$ cat src/rtl/dual_rail_result_collector.sv
// dual_rail_result_collector: four-phase dual-rail completion detector, stability filter and result register
module dual_rail_result_collector #(
   parameter int N             = 4,
   parameter int STABLE_CYCLES = 2
) (
   input  logic         clk,
   input  logic         rst,
   input  logic [N-1:0] a_0,
   input  logic [N-1:0] a_1,
   input  logic [N:0]   c_0,
   input  logic [N:0]   c_1,
   output logic         ack,
   output logic [N-1:0] sum,
   output logic         cout,
   output logic         res_valid,
   output logic         err
);
   localparam int W  = 2 * (2 * N + 1);
   localparam int CW = $clog2(STABLE_CYCLES + 1);

   typedef enum logic [1:0] {INIT_SPACER, WAIT_DATA, SETTLE, HOLD} state_t;

   state_t          r_state, w_state_nx;
   logic [W-1:0]    w_rails, r_snap, w_snap_nx;
   logic [CW-1:0]   r_cnt, w_cnt_nx, w_inc;
   logic [2*N:0]    w_p0, w_p1;
   logic            w_ill, w_spc, w_cmp, w_cap;

   assign w_p0    = {a_0, c_0};
   assign w_p1    = {a_1, c_1};
   assign w_rails = {a_1, c_1, a_0, c_0};
   assign w_ill   = |(w_p0 & w_p1);
   assign w_spc   = ~|(w_p0 | w_p1);
   assign w_cmp   = &(w_p0 ^ w_p1);
   assign w_inc   = r_cnt + CW'(1);

   // next state, snapshot/counter update and capture decision; an illegal pair overrides everything
   always_comb begin
      w_state_nx = r_state;
      w_snap_nx  = r_snap;
      w_cnt_nx   = r_cnt;
      w_cap      = 1'b0;
      if (w_ill) begin
         w_state_nx = INIT_SPACER;
         w_cnt_nx   = '0;
      end else begin
         case (r_state)
            INIT_SPACER: w_state_nx = w_spc ? WAIT_DATA : INIT_SPACER;
            WAIT_DATA: if (w_cmp) begin
               w_snap_nx  = w_rails;
               w_cnt_nx   = CW'(1);
               w_cap      = (STABLE_CYCLES == 1);
               w_state_nx = w_cap ? HOLD : SETTLE;
            end
            SETTLE: if (!w_cmp) begin
               w_state_nx = WAIT_DATA;
               w_cnt_nx   = '0;
            end else if (w_rails == r_snap) begin
               w_cnt_nx   = w_inc;
               w_cap      = (w_inc == CW'(STABLE_CYCLES));
               w_state_nx = w_cap ? HOLD : SETTLE;
            end else begin
               w_snap_nx  = w_rails;
               w_cnt_nx   = CW'(1);
            end
            HOLD: if (w_spc) begin
               w_state_nx = WAIT_DATA;
               w_cnt_nx   = '0;
            end
         endcase
      end
   end

   // state and output registers; sum/cout only move on capture, err is sticky until reset
   always_ff @(posedge clk) begin
      if (rst) begin
         r_state   <= INIT_SPACER;
         r_snap    <= '0;
         r_cnt     <= '0;
         ack       <= 1'b0;
         sum       <= '0;
         cout      <= 1'b0;
         res_valid <= 1'b0;
         err       <= 1'b0;
      end else begin
         r_state   <= w_state_nx;
         r_snap    <= w_snap_nx;
         r_cnt     <= w_cnt_nx;
         ack       <= (w_state_nx == HOLD);
         res_valid <= w_cap;
         err       <= err | w_ill;
         if (w_cap) begin
            sum  <= a_1 ^ c_1[N-1:0];
            cout <= c_1[N];
         end
      end
   end
endmodule

$ cat config.mk
export PLATFORM = sky130hd
export DESIGN_NAME = dual_rail_result_collector
export DESIGN_NICKNAME = d
export VERILOG_FILES = /design/src/rtl/dual_rail_result_collector.sv
export SDC_FILE = /design/constraint.sdc
export NUM_CORES = 1
export LEC_CHECK = 0
export CORE_UTILIZATION = 42
export DETAILED_ROUTE_END_ITERATION = 12
export PLACE_DENSITY = 0.76
export SYNTH_ARGS = -nofsm -noshare
export SYNTH_HDL_FRONTEND = slang
export SYNTH_SLANG_ARGS = --single-unit
export TNS_END_PERCENT = 10
$ cat constraint.sdc
create_clock -name clk -period 4 [get_ports clk]
set_input_delay 0.8 -clock clk [delete_from_list [all_inputs] [get_ports clk]]
set_output_delay 0.8 -clock clk [all_outputs]
set_load 0.02 [all_outputs]
# Word level (Yosys, flattened, before mapping)
# Cells that the tools add are included.
# word_totals
register_bits	30
in_bits	20
out_inout_bits	8
wordCells	55
# op_classes
n_addsub	1
n_eq_ne	10
muxes	21
bitwise_logic	6
reduce_logical	9
# op_table
op	count
18-bit two-way mux	3
18-bit case mux with 2 select lines	1
18-bit == test	1
2-bit two-way mux	9
9-bit OR reduction	2
10-bit OR reduction	1
9-bit AND	1
9-bit bitwise OR	1
9-bit AND reduction	1
9-bit XOR	1
2-bit == test (second input constant)	4
2-bit != test (second input constant)	4
2-bit case mux with 4 select lines	1
1-bit two-way mux	6
2-bit case mux with 3 select lines	1
5-bit AND reduction	1
4-bit XOR	1
3-bit AND reduction	1
3-bit nonzero test	1
2-bit by 1-bit adder with 2-bit output (second input constant)	1
2-bit by 1-bit == test with 1-bit output (second input constant)	1
2-bit logical NOT	1
2-bit nonzero test	1
1-bit inverter	1
1-bit bitwise OR	1

# Depth between registers and ports, before layout
# logic_depth
ltp_word	8
mapped_depth	10
depth_no_buf	8

# Worst setup path before layout
# No wires, ideal clock.
# synth_timing
path_type	input to register
from	input c_0[2]
to	register r_snap[0]
setup_ps	125
arrival_time_ps	2536
t_required_ps	3875
setup_slack_ps	1339
stages	9
n_path_buf	2
path_cell_list	ha_1 -> or4_4 -> nor4_4 -> o311a_1 -> o31ai_1 -> buf_6 -> buf_12 -> mux2i_1 -> nor2_1
# synth_via
elab_chain_cells	4
word_cells_on_any_way	10
classes_between	eq/ne: 4; bitwise: 3; reduce/logical: 3
# synth_rtl
item	line	rtl
start: declaration	10	input logic [N:0] c_0,
9-bit XOR or 9-bit AND (tied branches)	34, 32	
9-bit AND reduction or 9-bit OR reduction (tied branches)	34, 32	
2-bit != test (no line) or 1-bit inverter (tied branches)	n/a	
5-bit AND reduction (no line) (*)	n/a	
end signal: assignment	87	r_snap <= w_snap_nx;
end: declaration	24	logic [W-1:0] w_rails, r_snap, w_snap_nx;
# Every way passes the cells marked *; elsewhere a longest branch is shown, timed or not.
# A chain may end at the register's enable or synchronous reset.

# Final worst setup path
# layout_timing
from	input c_1[2]
to	register r_snap[9]
# layout_via
elab_chain_cells	4
word_cells_on_any_way	10
classes_between	eq/ne: 4; bitwise: 3; reduce/logical: 3
# layout_rtl
item	line	rtl
start: declaration	11	input logic [N:0] c_1,
9-bit XOR or 9-bit AND (tied branches)	34, 32	
9-bit AND reduction or 9-bit OR reduction (tied branches)	34, 32	
2-bit != test (no line) or 1-bit inverter (tied branches)	n/a	
5-bit AND reduction (no line) (*)	n/a	
# Marks and branches as above.

==> results by group <==
Critical path
  • Critical path endpoint category: register
  • Critical path's largest stage delay: approximately 0.55 ns
  • Start of the worst register-to-register path: r_snap[6]
  • Critical-path top delay cell: sky130_fd_sc_hd__or4_4
  • R2R Setup Slk: 1.68 ns
  • Top fanout value on the critical path: 18
  • Worst setup SP type: primary input
  • End of the worst register-to-register path: r_snap[9]
  • Cell class contributing the biggest share of worst-path delay: simple AND/OR/NAND/NOR gates
  • Worst reg-to-reg path cell count: 7
  • Worst EP required: 4.16 ns
  • Cells traversed along the worst timing path: clkdlybuf4s50_1 -> ha_1 -> or4_4 -> nor4_4 -> o311a_1 -> o31ai_4 -> buf_4 -> mux2i_1 -> nor2_1
  • Arrival time reported for the critical path endpoint: 3.33 ns
  • Buf+Inv Stages, Crit Path: 2
  • Crit path kind: primary input to register

Min path
  • Start point of the worst hold path: err
  • Type of the worst min-delay path: register to register
  • End point of the most critical hold path: err
  • WHS Path Cells: 2

Timing
  • Final critical-path share of the clock period: about four fifths
  • Final Max Slew Viols: 0
  • Setup-violating endpoint count in the final report: 0
  • Least-Margin Pin Slew: 0.534 ns
  • Fmax: around 320 MHz
  • Rel. slew slack: between 60% and 70%
  • Worst clock skew: 0.00463 ns
  • Post-Route Setup TNS: 0 ns
  • Setup repair after global routing missed its margin: no
  • Final hold violations: 0
  • Final min period: 3.16 ns

Synthesis
  • Cell taking the most area after synthesis: sky130_fd_sc_hd__dfxtp_1
  • Netlist cell types: 34
  • Netlist Area Pre-Place: 1890 um2
  • Sequential area share after synthesis: 31.7%
  • Biggest area contributors in the synthesized netlist: sky130_fd_sc_hd__dfxtp_1 (32%), sky130_fd_sc_hd__ha_1 (15%), sky130_fd_sc_hd__mux2i_1 (11%)
  • Gate count of the mapped netlist: 200
  • Synthesized net count: 243
  • Yosys warning count: 0
  • Proportion of netlist area held by the largest area contributor: between 30% and 40%
  • Average cell area after synthesis: ~9.5 um2
  • Flip-flop and latch count after synthesis: 30

Die
  • Horizontal die dimension: 69.1 um
  • Number of placed I/O pins: 28
  • Effective utilization at floorplan: 43.4%
  • FP Rows: 24
  • Die area: 4780 um2
  • Die Y-Extent: just under 70 um
  • Area of the core region: 4350 um2

Final layout
  • Final cell area excluding filler cells: 2300 um2
  • Area delta synth->final: 21.5%
  • Fraction of layout instances using a drive strength above 1: 8.58%
  • Net count of the finished layout: 275
  • Number of standard cells in the layout, taps in and fillers out: 285
  • Final antenna diode count: 0

Routing
  • Detailed-route vias per instance: 5.10
  • Count of nets left with antenna violations after detail routing: 0
  • Vias: between 1000 and 1500
  • Final WL: slightly below 4000 um
  • Drt first pass iters: 4
  • Initial DRC Count: 73
  • Routed length per placed instance: 13.6 um
  • Total DRC errors in the routed layout: 0

Global routing
  • Overall fraction of global-route tracks in use: between 10% and 20%
  • Wire length of the first global-routing pass: 6610 um
  • Global-route track usage on met1: 21.7%
  • Overflow left after global routing: 0
  • GRT met3 Usage: under 10%
  • Met2 layer usage reported by global route: just under 30%
  • Layer with the highest usage: met2
  • Number of global-route vias before repair: 1422
  • Pin count of the biggest net entering global routing: 27
  • Initial antenna violation count: 0

Clock tree
  • CTS tree: yes
  • Clock Root Buffer: sky130_fd_sc_hd__clkbuf_8
  • Clock-pin slew of the registers on the worst-case setup and hold paths: approximately 0.060 ns
  • Clock buffer depth: 2
  • Hold_buf cts: 0
  • Total clock buffers created by CTS: 5
  • Quantity of gates resized following cts: 0
  • Post-CTS setup-driven buffer insertion count: 0
  • Clock latency on the worst-skew pair: 0.28 ns
  • Deepest level of the CTS H-tree: 2
  • Clock sinks: 30

Power and ir drop
  • Leakage: 1.09 nW
  • IR drop worst, VDD: around 0.14 mV
  • Pwr/cell area: around 270 nW/um2

Placed design
  • DPL Wire Length: 2960 um
  • Post-placement cell area: 2210 um2
  • Number of cells after detailed placement: 277
  • GP Congestion: 0.904
  • Number of I/O port buffers: 27

Run status
  • Outcome: complete, no violations

Flow run
  • Number of violations of the max-capacitance limit: 0
kinds of logic (layout without fill, tap and decap cells):
| logic type | Yosys count | count (layout) | synth area share (%) |
|---|---|---|---|
| AO/OA/AOI/OAI | 16 | 16 | 7.21 |
| multiplexers | 20 | 20 | 10.6 |
| buffers and inverters | 29 | 62 | 7.74 |
| AND/OR/NAND/NOR | 60 | 60 | 17.3 |
| XOR/XNOR | 22 | 22 | 10.2 |
| adder cells (fa/ha/maj) | 23 | 23 | 15.2 |
| flip-flops | 30 | 30 | 31.7 |
power breakdown:
group / internal (mW) / switching, mW / total (mW)
Clock: 0.139 / 0.111 / 0.250
Combinational: 0.0365 / 0.0409 / 0.0774
Sequential: 0.299 / 0.000456 / 0.300
flip-flops by register name, summed over array words and instances (netlist names):
signal / cells
ack: 1
cout: 1
err: 1
r_cnt: 2
r_snap: 18
r_state: 2
res_valid: 1
sum: 4
metrics by stage:
step,hold WS (ns),util [%],power (mW),setup WS [ns]
after global placement,0.475,50.7,0.383,0.635
after CTS,0.487,52.8,0.636,0.809
after detailed placement,0.479,50.7,0.384,0.515
final,0.480,52.8,0.627,0.838
after floorplan,0.460,-,0.343,1.34
after global routing,0.490,52.8,0.656,0.658
cell usage in the layout (no fill, tap or decap), types with 2 or more instances in the layout:
cell type | Yosys | final
sky130_fd_sc_hd__nand2_1 | 4 | 4
sky130_fd_sc_hd__dfxtp_1 | 30 | 30
sky130_fd_sc_hd__a211oi_1 | 6 | 6
sky130_fd_sc_hd__inv_1 | 24 | 24
sky130_fd_sc_hd__clkdlybuf4s50_1 | 0 | 27
sky130_fd_sc_hd__nor4_4 | 2 | 2
sky130_fd_sc_hd__xnor2_1 | 6 | 6
sky130_fd_sc_hd__clkbuf_8 | 0 | 6
sky130_fd_sc_hd__nor2_1 | 30 | 30
sky130_fd_sc_hd__o311a_1 | 2 | 2
sky130_fd_sc_hd__xor2_1 | 16 | 16
sky130_fd_sc_hd__nor3_1 | 6 | 6
sky130_fd_sc_hd__nand3_2 | 2 | 2
sky130_fd_sc_hd__nor4_1 | 5 | 5
sky130_fd_sc_hd__mux2i_1 | 20 | 20
sky130_fd_sc_hd__nand4_1 | 3 | 3
sky130_fd_sc_hd__ha_1 | 23 | 23
sky130_fd_sc_hd__buf_4 | 0 | 3
per-layer routing:
metal | wire [um] | up-vias
met5 | 0 | -
met4 | 85 | 0
met3 | 191 | 7
met2 | 1800 | 31
met1 | 1800 | 670
li1 | - | 745
worst max-delay path by stage:
stage | cells after the start | from | to | slack [ns]
finish | 9 | c_1[2] | r_snap[9] | 0.84
global placement | 8 | c_1[2] | cout | 0.64
global route | 10 | a_1[1] | sum[2] | 0.66
detailed placement | 9 | c_1[2] | r_snap[9] | 0.51
CTS | 9 | c_1[2] | r_snap[9] | 0.81
floorplan | 9 | c_0[2] | r_snap[0] | 1.34
final cells by class:
class                   count  area, um2
fillers                   410       2060
multi-input cells         141       1160
flip-flops and latches     30        601
repair buffers             30        293
inverters                  24       90.1
clock buffers               7       86.3
well taps                  52       65.1
clock inverters             1       5.00
tightest hold or removal path: cells and delay by family (launching register included):
family / cells / cell delay, ns
buffers and inverters: 1 / 0.05
AO/OA/AOI/OAI: 1 / 0.06
flip-flops: 1 / 0.32
synthesized netlist by cell type (all sizes together):
master and n:
dfxtp 30, nor2 30, inv 24, ha 23, mux2i 20, xor2 16
nor4 7, a211oi 6, nor3 6, xnor2 6, nand2 5, buf 3
nand3 3, nand4 3, o311a 2, o31ai 2, a2111oi 1, a21oi 1
a311o 1, clkbuf 1, dlygate4sd3 1, nand2b 1, nand4b 1, nor2b 1
nor3b 1, o21ai 1, o221a 1, o31a 1, or3 1, or4 1
(Power assumes the default switching activity.)
==> RTL edit 1: new RTL, same flow settings <==
Register the output `err` once more; this adds one clock of latency there. The other outputs are not delayed to match.
--- a/src/rtl/dual_rail_result_collector.sv
+++ b/src/rtl/dual_rail_result_collector.sv
@@ -20,4 +20,6 @@
 
    typedef enum logic [1:0] {INIT_SPACER, WAIT_DATA, SETTLE, HOLD} state_t;
+
+   logic err_s0;
 
    state_t          r_state, w_state_nx;
@@ -82,5 +84,5 @@
          cout      <= 1'b0;
          res_valid <= 1'b0;
-         err       <= 1'b0;
+         err_s0    <= 1'b0;
       end else begin
          r_state   <= w_state_nx;
@@ -89,5 +91,5 @@
          ack       <= (w_state_nx == HOLD);
          res_valid <= w_cap;
-         err       <= err | w_ill;
+         err_s0    <= err_s0 | w_ill;
          if (w_cap) begin
             sum  <= a_1 ^ c_1[N-1:0];
@@ -96,4 +98,8 @@
       end
    end
+   always_ff @(posedge clk) begin
+      err <= err_s0;
+   end
+
 endmodule
 
Check against the original RTL: not equivalent (a bounded check fails within 4 cycles, from zero or initial values and one cycle with rst high).
==> RTL edit 1 against the unedited design <==
Via count rose by 2.0%. Total power about the same. Count of clock-buffer cells in the layout is the same. Synthesized area about the same. Utilization rose by 0.57 points. Register-to-register slack got worse by 0.10 ns. Routed wire length increased by 1.4%. Setup slack better by 0.0098 ns. Cell area up 1.1%. Sequential cell count grew 1.
==> RTL edit 1: results (changes against the unedited design) <==
stage;metric;value;unit;change
synthesis;register area share after synthesis;32.78;%;+1.0 points
routing;drt first-iter violations;79;;+8.2%
sta;Post-Route Skew;0.003112;ns;-0.001514 ns
status;status;finished clean;;
place;GPL Wtd Cong;0.8066;;-11%
global_route;vias in the first global route;1456;;+2.4%
pwr;VDD IR max;175.2;µV;+25%
routing;final wirelength;3.929;mm;+1.4%
place;Final HPWL DP;2.907;mm;-1.9%
synthesis;asr flop ratio synth;0;%;unchanged
synthesis;synth unique cells;37;;+8.8%
sta;Max-Slew Margin vs Limit;65.55;%;+1.4 points
synthesis;top cells by count, synth;dfxtp_1 (31), nor2_1 (27), inv_1 (24);;
worst_setup_path;slowest cell on the critical path;clkdlybuf4s50_1;;
worst_setup_path;CP max stage delay;0.62;ns;+0.07 ns
pwr;Seq pwr share;49.5;%;+1.7 points
synthesis;synthesized net count;244;;+0.41%
worst_setup_path;CP delay by family, top;buffers and inverters;;
routing;vias per inst;5.146;;+0.93%
global_route;first-pass GRT wire length;6.948;mm;+5.1%
pwr;sw power;157.3;µW;+3.1%
pwr;Clock net power;237;µW;-5%
pwr;final total power;626.8;µW;about the same
pwr;leakage;1.108;nW;+1.9%
cells_and_area;NumNets Final;278;;+1.1%
global_route;Total GRT Usage;18.52;%;+0.84 points
sta;setup TNS;0;ns;unchanged
RTL edit 1: cell types whose count changed in the layout (fill, tap and decap cells not counted), moves of 2 or more:
cell | before | now
or3_1 | 1 | 4
nor3_1 | 6 | 2
buf_4 | 3 | 5
nand3_2 | 2 | 0
nor2_1 | 30 | 27
nand3_1 | 1 | 4
RTL edit 1: cell families after synthesis:
kind of cell,share of synthesized area (%)
fa+ha+maj,15.20
buf+inv,6.741
xor+xnor,10.18
flops,32.78
compound gates,8.063
mux,10.05
simple gates,16.99
RTL edit 1: layout make-up:
cell class,count,area [µm²]
clock buffer,7,76.32
timing repair buffer,32,307.8
fill,399,2031
tap,52,65.06
clock inverter,1,5.005
inverter,24,90.09
sequential,31,620.6
multi-input combinational,141,1159
RTL edit 1: per-stage QoR:
| stage | utilization [%] | setup WS [ns] | instances | cell area, µm² |
|---|---|---|---|---|
| 3_5_place_dp | 51.49 | 0.5189 | 280 | 2242 |
| 2_1_floorplan | - | 1.335 | 201 | 1893 |
| 5_1_grt | 53.36 | 0.6341 | 288 | 2323 |
| 6_report | 53.36 | 0.8482 | 288 | 2323 |
| 4_1_cts | 53.36 | 0.8233 | 288 | 2323 |
| 3_3_place_gp | 51.49 | 0.5946 | 280 | 2242 |
RTL edit 1: final timing paths:
path / startpoint / to / slack [ns] / depth (start not counted)
worst max-delay path: a_1[0] / r_snap[15] / 0.85 / 10
worst min register to register: err_s0 / err / 0.35 / 0
worst min-delay path: err_s0 / err / 0.35 / 0
worst max register to register: r_state[0] / r_snap[15] / 1.58 / 9
RTL edit 1: routing by layer:
layer  wire length [µm]  part of all wire (%)  GRT usage [%]  vias up
met4                 58                   1.5          6.803        0
met3                175                   4.5          7.456       10
met1               1853                    47          23.88      688
li1                   -                     -              -      752
met5                  0                     0              0        -
met2               1842                    47          27.72       32
==> RTL edit 2: new RTL, same flow settings <==
Made on the original files. Change the parameter `STABLE_CYCLES` from 2 to 1.
--- a/src/rtl/dual_rail_result_collector.sv
+++ b/src/rtl/dual_rail_result_collector.sv
@@ -2,5 +2,5 @@
 module dual_rail_result_collector #(
    parameter int N             = 4,
-   parameter int STABLE_CYCLES = 2
+   parameter int STABLE_CYCLES = 1
 ) (
    input  logic         clk,
Check against the original RTL: not equivalent (Yosys sat finds a counterexample within 4 cycles, from zero or initial values and one cycle with rst high).
==> RTL edit 2 against the unedited design <==
The run now ends with DRC left. Routed wire length decreased by 3.0%. Synthesized area increased by 6.8%. Highest routed layer unchanged. Via count increased by 4.3%. Die area increased by 6.6%. Count of clock-buffer cells in the layout unchanged. Sequential cell count decreased by 1. Worst hold slack improved by 0.00057 ns. Cell area increased by 5.5%. Clock power decreased by 6%. Total power decreased by 2.8%. Setup slack improved by 0.22 ns. Clock skew decreased by 0.0010 ns.
==> RTL edit 2: results (changes against the unedited design) <==
stage;metric;value;unit;change
worst_setup_path;reg-to-reg slack, setup;2.01;ns;+0.33 ns
worst_setup_path;R2R depth;8;;+1
cells_and_area;multi-input combinational cell count;161;;+14%
pwr;Clock net power;236;µW;-6%
synthesis;Post-Synth XOR/XNOR Area;9.536;%;-0.65 points
pwr;total combinational power;83.2;µW;+7.5%
cells_and_area;Final clock-cell share;3.560;%;-0.41 points
synthesis;top cells by count, synth;nand2b_1 (35), dfxtp_1 (29), inv_1 (24);;
cells_and_area;FFs & Latches;29;;-3.3%
global_route;first-pass GRT wire length;6.520;mm;-1.4%
synthesis;register area share after synthesis;28.73;%;-3.0 points
synthesis;Compound-Gate Fraction of Synth Area;6.130;%;-1.1 points
cells_and_area;fraction of layout cells with a size suffix above 1;7.570;%;-1.0 points
worst_setup_path;CP startpoint;a_1[3];;
worst_setup_path;CP max stage delay;0.59;ns;+0.04 ns
pwr;sw power;141.7;µW;-7.2%
synthesis;top cells by area in the synthesized netlist;dfxtp_1 (29%), ha_1 (14%), mux2i_1 (11%);;
synthesis;Post-Synth Adder-Cell Area;14.24;%;-0.97 points
synthesis;synth unique cells;35;;+2.9%
routing;drt first-iter violations;48;;-34%
status;status;finished with violations;;
sta;Post-Route Skew;0.003577;ns;-0.001049 ns
routing;Vias;1515;;+4.3%
routing;routed len/inst;12.39;µm;-8.8%
cells_and_area;fraction of area in multi-input gates;54.02;%;+3.6 points
worst_setup_path;crit path capture;r_snap[17];;
synthesis;mux share of post-synthesis cell area;11.39;%;+0.81 points
cells_and_area;fillcell total;388;;-5.4%
place;dpl ws;0.7571;ns;+0.2424 ns
cells_and_area;biggest regs;r_snap x18, sum x4, r_state x2;;
worst_setup_path;Worst EP arrival;3.15;ns;-0.18 ns
pwr;VDD IR max;197.6;µV;+41%
sta;Max-Slew Margin vs Limit;73.02;%;+8.9 points
cells_and_area;non-clk buf share;12.07;%;-0.66 points
place;post-placement cell count;296;;+6.9%
routing;DRC;1;;+1
cells_and_area;NumNets Final;294;;+6.9%
cells_and_area;Sequential Area;580.6;µm²;-3.3%
global_route;vias in the first global route;1447;;+1.8%
status;violated checks;DRC;;
worst_setup_path;Reg-to-Reg Start;r_state[1];;
-- RTL edit 2: worst min path at each step --
stage                             to  slack [ns]  cells past startpoint        from
after floorplan            r_snap[0]        0.46                      2   r_snap[0]
after global placement           err        0.46                      2         err
after detailed placement         err        0.47                      2         err
after CTS                        err        0.48                      2         err
after global routing       r_snap[9]        0.50                      2   r_snap[9]
final                     r_snap[11]        0.48                      2  r_snap[11]
-- RTL edit 2: metal layers --
metal	share of wire, %	vias up	GRT usage, %
met5	0	-	0
met4	1.5	0	6.000
met3	3.6	6	4.501
met2	46	24	27.09
met1	49	697	21.10
li1	-	788	-
-- RTL edit 2: worst max-delay path: cells and delay by family --
| family | cells | cell delay [ns] |
|---|---|---|
| buffers and inverters | 4 | 1.03 |
| multiplexers | 1 | 0.21 |
| AO/OA/AOI/OAI | 1 | 0.13 |
| adder cells (fa/ha/maj) | 1 | 0.27 |
| AND/OR/NAND/NOR | 3 | 0.71 |
